**config.mk**
```make
export PLATFORM = sky130hd
export DESIGN_NAME = prirv32_lsu
export DESIGN_NICKNAME = d
export VERILOG_FILES = /design/src/rtl/prirv32_pkg.sv /design/src/rtl/prirv32_lsu_align.sv /design/src/rtl/prirv32_lsu.sv
export SDC_FILE = /design/constraint.sdc
export NUM_CORES = 1
export LEC_CHECK = 0
export BUFFER_PORTS_ARGS = -buffer_cell sky130_fd_sc_hd__buf_2
export CORE_UTILIZATION = 40
export CTS_BUF_LIST = sky130_fd_sc_hd__clkbuf_8
export CTS_CLUSTER_SIZE = 20
export DETAILED_ROUTE_END_ITERATION = 8
export GPL_ROUTABILITY_DRIVEN = 0
export PLACE_DENSITY = 0.71
export SLEW_MARGIN = 25
export SYNTH_ARGS = -nofsm -noshare
export SYNTH_HDL_FRONTEND = slang
export SYNTH_SLANG_ARGS = --single-unit
```
**constraint.sdc**
```tcl
create_clock -name clk_in -period 5.7 [get_ports clk_in]
set_clock_uncertainty 0.15 [all_clocks]
set_input_delay 0.855 -clock clk_in [delete_from_list [all_inputs] [get_ports clk_in]]
set_output_delay 0.855 -clock clk_in [all_outputs]
set_load 0.05 [all_outputs]
```
**src/rtl/prirv32_pkg.sv**
```systemverilog
// Shared definitions for the prirv32 load/store unit: op-bit positions,
// FSM encoding, byte-strobe constants and the multi-hot op resolver.
package prirv32_pkg;

    localparam int OP_LB  = 7;
    localparam int OP_LH  = 6;
    localparam int OP_LW  = 5;
    localparam int OP_LBU = 4;
    localparam int OP_LHU = 3;
    localparam int OP_SB  = 2;
    localparam int OP_SH  = 1;
    localparam int OP_SW  = 0;

    localparam logic [3:0] STRB_B = 4'b0001;
    localparam logic [3:0] STRB_H = 4'b0011;
    localparam logic [3:0] STRB_W = 4'b1111;

    typedef enum logic [1:0] {
        ST_IDLE = 2'd0,
        ST_BUS  = 2'd1,
        ST_RESP = 2'd2
    } lsu_state_e;

    // Reduce a possibly multi-hot op to one-hot; the highest bit (lb) wins.
    function automatic logic [7:0] op_pick(input logic [7:0] op);
        logic [7:0] res;
        res = '0;
        for (int i = 0; i < 8; i++) begin
            if (op[i]) res = 8'(1) << i;
        end
        return res;
    endfunction

endpackage

```
**src/rtl/prirv32_lsu_align.sv**
```systemverilog
// Byte-lane logic: store strobes and lane replication, load lane select
// with sign/zero extension, and size-based misalignment detection.
module prirv32_lsu_align
    import prirv32_pkg::*;
(
    input  logic [7:0]  op_i,
    input  logic [1:0]  addr_i,
    input  logic [31:0] wdata_i,
    input  logic [31:0] rdata_i,
    output logic [3:0]  wstrb_o,
    output logic [31:0] wdata_o,
    output logic [31:0] rdata_o,
    output logic        misalign_o
);

    logic [7:0]  lane_b;
    logic [15:0] lane_h;

    assign lane_b = rdata_i[{addr_i, 3'b000} +: 8];
    assign lane_h = addr_i[1] ? rdata_i[31:16] : rdata_i[15:0];

    always_comb begin
        wstrb_o    = 4'b0000;
        wdata_o    = wdata_i;
        rdata_o    = 32'h0;
        misalign_o = 1'b0;
        if (op_i[OP_LB]) begin
            rdata_o = {{24{lane_b[7]}}, lane_b};
        end else if (op_i[OP_LH]) begin
            rdata_o    = {{16{lane_h[15]}}, lane_h};
            misalign_o = addr_i[0];
        end else if (op_i[OP_LW]) begin
            rdata_o    = rdata_i;
            misalign_o = |addr_i;
        end else if (op_i[OP_LBU]) begin
            rdata_o = {24'h0, lane_b};
        end else if (op_i[OP_LHU]) begin
            rdata_o    = {16'h0, lane_h};
            misalign_o = addr_i[0];
        end else if (op_i[OP_SB]) begin
            wstrb_o = STRB_B << addr_i;
            wdata_o = {4{wdata_i[7:0]}};
        end else if (op_i[OP_SH]) begin
            wstrb_o    = STRB_H << {addr_i[1], 1'b0};
            wdata_o    = {2{wdata_i[15:0]}};
            misalign_o = addr_i[0];
        end else if (op_i[OP_SW]) begin
            wstrb_o    = STRB_W;
            misalign_o = |addr_i;
        end
    end

endmodule

```
**src/rtl/prirv32_lsu.sv**
```systemverilog
// Load/store unit: one aligned 32-bit bus access per request, bus-wait
// timeout, and a registered writeback packet on a valid/ready handshake.
module prirv32_lsu
    import prirv32_pkg::*;
#(
    parameter int TIMEOUT_CYCLES = 16,
    parameter int CNT_W          = 8
) (
    input  logic        clk_in,
    input  logic        rst_in,
    input  logic        req_valid,
    output logic        req_ready,
    input  logic [7:0]  req_op,
    input  logic [31:0] req_addr,
    input  logic [31:0] req_wdata,
    input  logic [4:0]  req_rd,
    output logic        mem_valid,
    input  logic        mem_ready,
    output logic [31:0] mem_addr,
    output logic [31:0] mem_wdata,
    output logic [3:0]  mem_wstrb,
    input  logic [31:0] mem_rdata,
    output logic        resp_valid,
    input  logic        resp_ready,
    output logic        resp_we,
    output logic [4:0]  resp_rd,
    output logic [31:0] resp_data,
    output logic        resp_misalign,
    output logic        resp_fault,
    output logic [31:0] resp_addr,
    output lsu_state_e  dbg_state
);

    // Handshakes: a transfer happens on a rising edge where valid && ready;
    // the initiator holds its payload stable while valid is high and not ready.
    localparam bit               TO_EN   = (TIMEOUT_CYCLES != 0);
    localparam logic [CNT_W-1:0] TO_LAST = CNT_W'(TIMEOUT_CYCLES - 1);

    lsu_state_e       state_q;
    logic [7:0]       op_q;
    logic [1:0]       addr_lo_q;
    logic [CNT_W-1:0] cnt_q;
    logic             mem_valid_q, resp_valid_q, resp_we_q, resp_mis_q, resp_fault_q;
    logic [31:0]      mem_addr_q, mem_wdata_q, resp_data_q, resp_addr_q;
    logic [3:0]       mem_wstrb_q;
    logic [4:0]       resp_rd_q;

    logic [7:0]  req_op_1h, al_op;
    logic [1:0]  al_addr;
    logic [3:0]  al_wstrb;
    logic [31:0] al_wdata, al_rdata;
    logic        al_misalign;

    assign req_op_1h = op_pick(req_op);
    // The aligner serves the request in IDLE and the latched op during BUS.
    assign al_op     = (state_q == ST_IDLE) ? req_op_1h : op_q;
    assign al_addr   = (state_q == ST_IDLE) ? req_addr[1:0] : addr_lo_q;

    prirv32_lsu_align u_align (
        .op_i       (al_op),
        .addr_i     (al_addr),
        .wdata_i    (req_wdata),
        .rdata_i    (mem_rdata),
        .wstrb_o    (al_wstrb),
        .wdata_o    (al_wdata),
        .rdata_o    (al_rdata),
        .misalign_o (al_misalign)
    );

    always_ff @(posedge clk_in) begin
        if (rst_in) begin
            state_q      <= ST_IDLE;
            op_q         <= '0;
            addr_lo_q    <= '0;
            cnt_q        <= '0;
            mem_valid_q  <= 1'b0;
            mem_addr_q   <= '0;
            mem_wdata_q  <= '0;
            mem_wstrb_q  <= '0;
            resp_valid_q <= 1'b0;
            resp_we_q    <= 1'b0;
            resp_rd_q    <= '0;
            resp_data_q  <= '0;
            resp_mis_q   <= 1'b0;
            resp_fault_q <= 1'b0;
            resp_addr_q  <= '0;
        end else begin
            case (state_q)
                ST_IDLE: begin
                    if (req_valid) begin
                        op_q         <= req_op_1h;
                        addr_lo_q    <= req_addr[1:0];
                        resp_rd_q    <= req_rd;
                        resp_addr_q  <= req_addr;
                        resp_data_q  <= '0;
                        resp_we_q    <= 1'b0;
                        resp_fault_q <= 1'b0;
                        resp_mis_q   <= al_misalign;
                        if (al_misalign || (req_op_1h == 8'h00)) begin
                            state_q      <= ST_RESP;
                            resp_valid_q <= 1'b1;
                        end else begin
                            state_q     <= ST_BUS;
                            cnt_q       <= '0;
                            mem_valid_q <= 1'b1;
                            mem_addr_q  <= {req_addr[31:2], 2'b00};
                            mem_wdata_q <= al_wdata;
                            mem_wstrb_q <= al_wstrb;
                        end
                    end
                end
                ST_BUS: begin
                    if (mem_ready) begin
                        state_q      <= ST_RESP;
                        mem_valid_q  <= 1'b0;
                        mem_wstrb_q  <= '0;
                        resp_valid_q <= 1'b1;
                        resp_data_q  <= al_rdata;
                        resp_we_q    <= (|op_q[7:3]) && (resp_rd_q != 5'd0);
                    end else if (TO_EN && (cnt_q == TO_LAST)) begin
                        state_q      <= ST_RESP;
                        mem_valid_q  <= 1'b0;
                        mem_wstrb_q  <= '0;
                        resp_valid_q <= 1'b1;
                        resp_fault_q <= 1'b1;
                        resp_data_q  <= '0;
                    end else begin
                        cnt_q <= cnt_q + 1'b1;
                    end
                end
                ST_RESP: begin
                    if (resp_ready) begin
                        state_q      <= ST_IDLE;
                        resp_valid_q <= 1'b0;
                    end
                end
                default: state_q <= ST_IDLE;
            endcase
        end
    end

    assign req_ready     = (state_q == ST_IDLE) && !rst_in;
    assign mem_valid     = mem_valid_q;
    assign mem_addr      = mem_addr_q;
    assign mem_wdata     = mem_wdata_q;
    assign mem_wstrb     = mem_wstrb_q;
    assign resp_valid    = resp_valid_q;
    assign resp_we       = resp_we_q;
    assign resp_rd       = resp_rd_q;
    assign resp_data     = resp_data_q;
    assign resp_misalign = resp_mis_q;
    assign resp_fault    = resp_fault_q;
    assign resp_addr     = resp_addr_q;
    assign dbg_state     = state_q;

endmodule

```
==> results of run 1 <==
## Yosys cell counts, drive strengths merged (2+ instances only)
cell type  count  area share
nand4b         3      0.0037
inv           10      0.0052
a21bo          3      0.0042
o32ai          7      0.0086
nand3         13      0.0091
nor2          72       0.038
nor4           3      0.0047
or3            3      0.0026
a2bb2oi       29       0.035
o21ai         10      0.0070
a221oi         8      0.0098
nand2        200        0.11
nand4          2      0.0017
o221ai         9       0.011
o211ai         2      0.0021
a31oi          3      0.0035
o2111ai        4      0.0049
o22a           8      0.0098
nand3b         2      0.0021
buf           26       0.022
o41ai          2      0.0051
a22oi          3      0.0031
a211oi        19       0.020
a222oi         3      0.0042
and2           2      0.0017
or4            8      0.0099
clkbuf        42       0.022
or2            3      0.0026
a21o           3      0.0031
o221a          4      0.0063
a21boi         4      0.0042
mux2i         36       0.053
o22ai          4      0.0035
o21a           4      0.0042
a21oi        132       0.094
mux2           3      0.0047
nand2b         2      0.0017
dfxtp        158        0.44
or3b           2      0.0024
nor3           5      0.0051
## cells by family (layout without fill, tap and decap cells)
kind of cell | count (synthesis) | in the layout | share of synthesized area
compound gates | 268 | 268 | 0.257
fa+ha+maj | 1 | 1 | 0.00175
buf+inv | 79 | 307 | 0.0496
flops | 158 | 158 | 0.441
mux | 39 | 39 | 0.0573
other cells | 1 | 2 | 0.000523
simple gates | 322 | 322 | 0.193
## worst register-to-register path, stage by stage (launching register included)
cell and delay (ns):
dfxtp_1 0.69, nor2_1 0.11, buf_4 0.23, mux2_2 0.40
o21ai_1 0.24, o311ai_4 0.18, a21oi_4 0.83, buf_4 0.45
o221ai_1 0.19, a21oi_1 0.17
## sequential cells by signal, summed over array words and instances, names as in the netlist
signal	cells
op_q	8
mem_valid	1
addr_lo_q	1
resp_fault	1
dbg_state	2
mem_wstrb	4
resp_we	1
mem_addr	30
cnt_q	8
resp_misalign	1
resp_addr	31
resp_rd	5
mem_wdata	32
resp_data	32
resp_valid	1
## power groups by stage
| stage | registers, uW | clock network [uW] | logic, uW |
|---|---|---|---|
| 2_1_floorplan | 1550 | 0 | 415 |
| 3_3_place_gp | 1270 | 0 | 925 |
| 3_5_place_dp | 1270 | 0 | 932 |
| 4_1_cts | 1240 | 844 | 934 |
| 5_1_grt | 1250 | 885 | 1010 |
| 6_report | 1240 | 826 | 938 |
## per-layer routing
| layer | up-vias | GRT usage | wire [um] |
|---|---|---|---|
| met3 | 52 | 0.0626 | 1500 |
| li1 | 3504 | - | - |
| met1 | 3339 | 0.304 | 9730 |
| met5 | - | 0 | 10 |
| met2 | 242 | 0.365 | 9940 |
| met4 | 2 | 0.106 | 653 |
## path summary, 6_finish.rpt
check	endpoint	cells past startpoint	slack [ns]
hold / removal	mem_addr[28]$_SDFFE_PP0P_	2	0.30
setup / recovery	mem_wdata[28]$_SDFFE_PP0P_	9	1.99
setup reg to reg	mem_wdata[28]$_SDFFE_PP0P_	9	1.99
hold reg to reg	mem_addr[28]$_SDFFE_PP0P_	2	0.30
## cell type report
type | instances | area, um2 | area share
multi-input combinational | 632 | 3700 | 0.415
sequential | 158 | 3160 | 0.355
timing repair buffer | 264 | 1340 | 0.151
tap | 225 | 282 | 0.0316
clock buffer | 17 | 234 | 0.0263
clock inverter | 15 | 148 | 0.0166
inverter | 11 | 41.3 | 0.00464
## metrics by stage
step,util,total power [uW],cell area (um2),hold slack (ns),std cells
6_report,0.511,3010,8910,0.304,1322
2_1_floorplan,-,1960,7170,0.282,869
3_3_place_gp,0.488,2190,8510,0.287,1290
4_1_cts,0.510,3020,8890,0.306,1322
3_5_place_dp,0.488,2200,8510,0.293,1290
5_1_grt,0.511,3150,8910,0.322,1322
==> results.cfg, run 1 <==
[min_path]
hp-start = mem_addr[28]$_SDFFE_PP0P_
hp-class = flip-flop to flip-flop

[pwr]
power.density_nw_per_um2 = 338
p_comb_frac = 0.312
p_seq_frac = 0.413
p_leak_uw = 0.00400
internal_power_uw = 1840
swShare = 0.389
p_sw_uw = 1170
clkPwrFrac = 0.275
irDropWorstVdd_mv = 0.182

[timing]
finalWorstSetupSlack_ns = 1.99
slew_violations = 0
worstMarginPinSlew_ns = 1.02
finalCritPeriodShare = 0.651
tns_ns = 0
finalCriticalPeriod_ns = 3.71
worst_slew_margin_rel = 0.321
finalHoldViolCount = 0
setup_violations = 0
fmax_mhz = 270
rsz0062_at_grt = no

[setup_path]
critPathMostFrequentCell = buf_4
crit_slowest_cell = a21oi_4
cpPeakStageDelay_ns = 0.83
cp-end-kind = flip-flop
critPathTopFamily = compound AO/OA/AOI/OAI gates
critPathLaunch = dbg_state[1]$_SDFFE_PP0P_
path_class = flip-flop to flip-flop
startpoint_type = flip-flop
required_ns = 5.93
crit-reg2reg-launch = dbg_state[1]$_SDFFE_PP0P_
path_max_fanout = 36
path_buf_inv = 2
cp_cell_sequence = nor2_1 -> buf_4 -> mux2_2 -> o21ai_1 -> o311ai_4 -> a21oi_4 -> buf_4 -> o221ai_1 -> a21oi_1
cp.arrival_ns = 3.94

[routing]
routed_wl_um = 21800
drt.antenna.violating_nets = 0
wl_per_cell_um = 16.5
vias = 7139
drt-initial-drc-count = 481
detail_route.first_pass.iterations = 5
avgViaCountPerCell = 5.40
post-route-drc-count = 0

[status]
status = finished clean

[layout]
final_common_cell = buf_2
nNetsFinal = 1199
drive_gt1_frac = 0.298
areaGrowthSynthToFinish_pct = 24.3
layout_common_cells = 255 x buf_2, 198 x nand2_1, 158 x dfxtp_1
fillers = 1741
num_antenna_cells = 0

[clock_tree]
htree_num_levels = 4
cts_tree = built
cts.repair.resized = 0
root_buffer = clkbuf_8
cts_max_path_buffers = 2
cts_buffers = 17
cts.sinks = 158
cts.clk_slew.worst_paths_ns = 0.09
clk_latency_ns = 0.45
post_cts_buffers = 0
cts_hold_buf = 0

[synthesis]
synth_warnings = 0
synth_flop_cell = dfxtp_1
synth_edf_count = 0
synth_cell_types = 67
syn-instance-count = 868
syn_area_um2 = 7170
synth-async-reset-ratio = 0
synth_area_per_cell_um2 = 8.26
synth_seq_cells = 158
ys_seq_area_frac = 0.441

[global_route]
antenna_found_initial = 1
grt_max_degree = 86
grt-ovfl-total = 0
grt_pass1_wl_um = 34300
grtUsageTotal = 0.235
grt_pass1_vias = 6727

[floorplan]
dieArea_um2 = 18500
core_area_um2 = 17400
die_h_um = 136
die_w_um = 136
num_io_pins = 259
placementRows = 48
start_util = 0.412

[place]
numPortBuffers = 256
dp_hpwl_um = 15600
pre_cts_slack_ns = 1.64

[flow_run]
cap_violations = 0
(Power assumes the default switching activity.)
==> inputs of run 2 (changes only) <==
--- a/config.mk
+++ b/config.mk
@@ -5,13 +5,14 @@
 export SDC_FILE = /design/constraint.sdc
 export NUM_CORES = 1
 export LEC_CHECK = 0
+export ABC_AREA = 1
 export BUFFER_PORTS_ARGS = -buffer_cell sky130_fd_sc_hd__buf_2
 export CORE_UTILIZATION = 40
 export CTS_BUF_LIST = sky130_fd_sc_hd__clkbuf_8
 export CTS_CLUSTER_SIZE = 20
 export DETAILED_ROUTE_END_ITERATION = 8
 export GPL_ROUTABILITY_DRIVEN = 0
-export PLACE_DENSITY = 0.71
+export PLACE_DENSITY = 0.73
 export SLEW_MARGIN = 25
 export SYNTH_ARGS = -nofsm -noshare
 export SYNTH_HDL_FRONTEND = slang
==> constraint.sdc (replaced) <==
create_clock -name clk_in -period 3.1 [get_ports clk_in]
set_clock_uncertainty 0.15 [all_clocks]
set_input_delay 0.465 -clock clk_in [delete_from_list [all_inputs] [get_ports clk_in]]
set_output_delay 0.465 -clock clk_in [all_outputs]
set_load 0.05 [all_outputs]
==> results.cfg, run 2 <==
[synthesis]
syn_area_um2 = 7530
synth_compound_area_frac = 0.222
synth_top_area_share = 0.420
ys_top_cells_by_area = dfxtp_1 42%, nand2_1 14%, a21oi_1 9.8%, o21ai_0 6.5%, inv_1 5.2%
synth_cell_types = 49
synthSimpleGateAreaFrac = 0.251
ys_seq_area_frac = 0.420
synth_warnings = 0
synth_edf_count = 0
synth_seq_cells = 158
synth_area_leader_cell = dfxtp_1
synth_flop_cell = dfxtp_1
syn-instance-count = 1105
synth-async-reset-ratio = 0
synthMostInstantiatedCell = nand2_1
synth_fa_ha_area_frac = 0.00166
synth_common_cells = 287 x nand2_1, 158 x dfxtp_1, 147 x a21oi_1, 104 x inv_1, 99 x nor2_1
synth_xor_area_frac = 0.00465
synth_area_per_cell_um2 = 6.82
synth_top_family_by_area = simple AND/OR/NAND/NOR gates
yosys-mux-area-fraction = 0

[setup_path]
path_buf_inv = 1
critPathMostFrequentCell = nand2_1
critPathLaunch = dbg_state[1]$_SDFFE_PP0P_
path_class = flip-flop to flip-flop
critPathTopFamily = simple AND/OR/NAND/NOR gates
rr_worst_depth = 11
cp-end-kind = flip-flop
crit_slowest_cell = a21oi_1
cpPeakStageDelay_ns = 0.59
cp_cell_sequence = nor2_4 -> nand2_1 -> nand2_4 -> inv_2 -> a21oi_1 -> nand2_1 -> nand2_1 -> o21ai_0 -> nand2_1 -> nand2_1 -> a21oi_1
startpoint_type = flip-flop
cp.arrival_ns = 3.00
required_ns = 3.35
crit-reg2reg-launch = dbg_state[1]$_SDFFE_PP0P_
r2r-end = resp_data[7]$_SDFFE_PP0P_
r2r_slack_ns = 0.35
path_max_fanout = 19

[global_route]
grtUsageTotal = 0.243
grt-ovfl-total = 0
antenna_found_initial = 0
grt_max_degree = 88
grt_pass1_vias = 7335
grt_pass1_wl_um = 37600

[layout]
fin_util = 0.514
drive_gt1_frac = 0.254
num_antenna_cells = 0
final_common_cell = nand2_1
final_cells = 1578
nNetsFinal = 1451
layout_common_cells = 287 x nand2_1, 256 x buf_2, 158 x dfxtp_1
areaGrowthSynthToFinish_pct = 24.3

[clock_tree]
cts.repair.resized = 0
cts.sinks = 158
cts_hold_buf = 0
htree_num_levels = 4
root_buffer = clkbuf_8
cts_tree = built
post_cts_buffers = 0
cts_max_path_buffers = 2
clk_latency_ns = 0.47
cts_buffers = 17
cts.clk_slew.worst_paths_ns = 0.10

[status]
violations = DRC
status = complete, but fails checks

[timing]
setup_violations = 0
tns_ns = 0
finalCriticalPeriod_ns = 2.75
slew_violations = 0
finalWorstSetupSlack_ns = 0.349
fmax_mhz = 364
finalCritPeriodShare = 0.887
holdWs_ns = 0.0749
finalHoldViolCount = 0
worstMarginPinSlew_ns = 0.804
worst_slew_margin_rel = 0.463
rsz0062_at_grt = no

[routing]
drt-initial-drc-count = 576
drt.antenna.violating_nets = 0
post-route-drc-count = 18
avgViaCountPerCell = 5.08
detail_route.first_pass.iterations = 9
routed_wl_um = 23400
vias = 8022
wl_per_cell_um = 14.8

[pwr]
power.density_nw_per_um2 = 1180
swShare = 0.551
irDropWorstVdd_mv = 0.529
p_comb_frac = 0.594
clkPwrFrac = 0.148
p_seq_frac = 0.258
p_sw_uw = 6060
internal_power_uw = 4950
p_leak_uw = 0.00449

[floorplan]
dieArea_um2 = 19400
placementRows = 49
start_util = 0.414
num_io_pins = 259
die_h_um = 139
core_area_um2 = 18200
die_w_um = 139

[place]
numPortBuffers = 256
pre_cts_slack_ns = 0.288
dp.cells = 1546
dp_hpwl_um = 17200

[min_path]
holdPathEnd = resp_rd[4]$_SDFFE_PP0P_
hold_depth = 3
hp-class = primary input to flip-flop
hp-start = req_rd[4]

[flow_run]
cap_violations = 0
run 2: cell types whose count changed after synthesis, moves of 16 or more:
cell       change
inv_1         +94
o21ai_1       +34
a21oi_1       +16
nand2_1       +88
a211oi_1      -18
nand3_1       +25
o21ai_0       +91
mux2i_1       -34
nor2_1        +27
a2bb2oi_1     -29
run 2: worst register-to-register path, delay by kind of cell, from the launching register on:
kind,cells,cell delay (ns)
AOI/OAI and AO/OA,3,0.80
buffers and inverters,1,0.18
DFF,1,0.41
and+or+nand+nor,7,1.15
run 2: cell families after synthesis:
family	after synthesis
other cells	1
fa+ha+maj	1
flops	158
compound gates	310
simple gates	457
buf+inv	174
xor+xnor	4
run 2: power by group through the flow:
stage / sequential [uW] / combinational [uW] / clock [uW]
detailed placement: 2880 / 6490 / 0
global route: 2910 / 7110 / 1760
CTS: 2840 / 6510 / 1650
floorplan: 4550 / 3410 / 0
global placement: 2870 / 6450 / 0
finish: 2840 / 6540 / 1630
run 2: routing by layer:
| metal | track usage | up-vias | wire length, um | part of all wire |
|---|---|---|---|---|
| met3 | 0.0747 | 43 | 2200 | 0.094 |
| met1 | 0.317 | 3599 | 10100 | 0.43 |
| li1 | - | 4030 | - | - |
| met5 | 0 | - | 0 | 0 |
| met4 | 0.0825 | 0 | 497 | 0.021 |
| met2 | 0.380 | 350 | 10600 | 0.45 |
run 2: worst max-delay path by stage:
stage,to,slack (ns),cells past startpoint
6_report,resp_data[7]$_SDFFE_PP0P_,0.35,11
5_1_grt,cnt_q[1]$_SDFFE_PP0P_,0.06,16
3_3_place_gp,mem_wdata[25]$_SDFFE_PP0P_,0.29,12
3_5_place_dp,mem_wdata[25]$_SDFFE_PP0P_,0.29,12
2_1_floorplan,resp_data[5]$_SDFFE_PP0P_,0.57,16
4_1_cts,mem_wdata[25]$_SDFFE_PP0P_,0.26,12
run 2: layout make-up:
cell class | count | area [um2]
timing repair buffer | 272 | 1430
inverter | 113 | 424
tap | 229 | 287
multi-input combinational | 774 | 3650
clock inverter | 15 | 180
sequential | 158 | 3160
clock buffer | 17 | 234
fill | 1837 | 8850
run 2: through the flow:
| stage | power, uW | area [um2] |
|---|---|---|
| final | 11000 | 9360 |
| after global routing | 11800 | 9360 |
| after CTS | 11000 | 9350 |
| after detailed placement | 9370 | 8940 |
| after global placement | 9320 | 8940 |
| after floorplan | 7960 | 7530 |
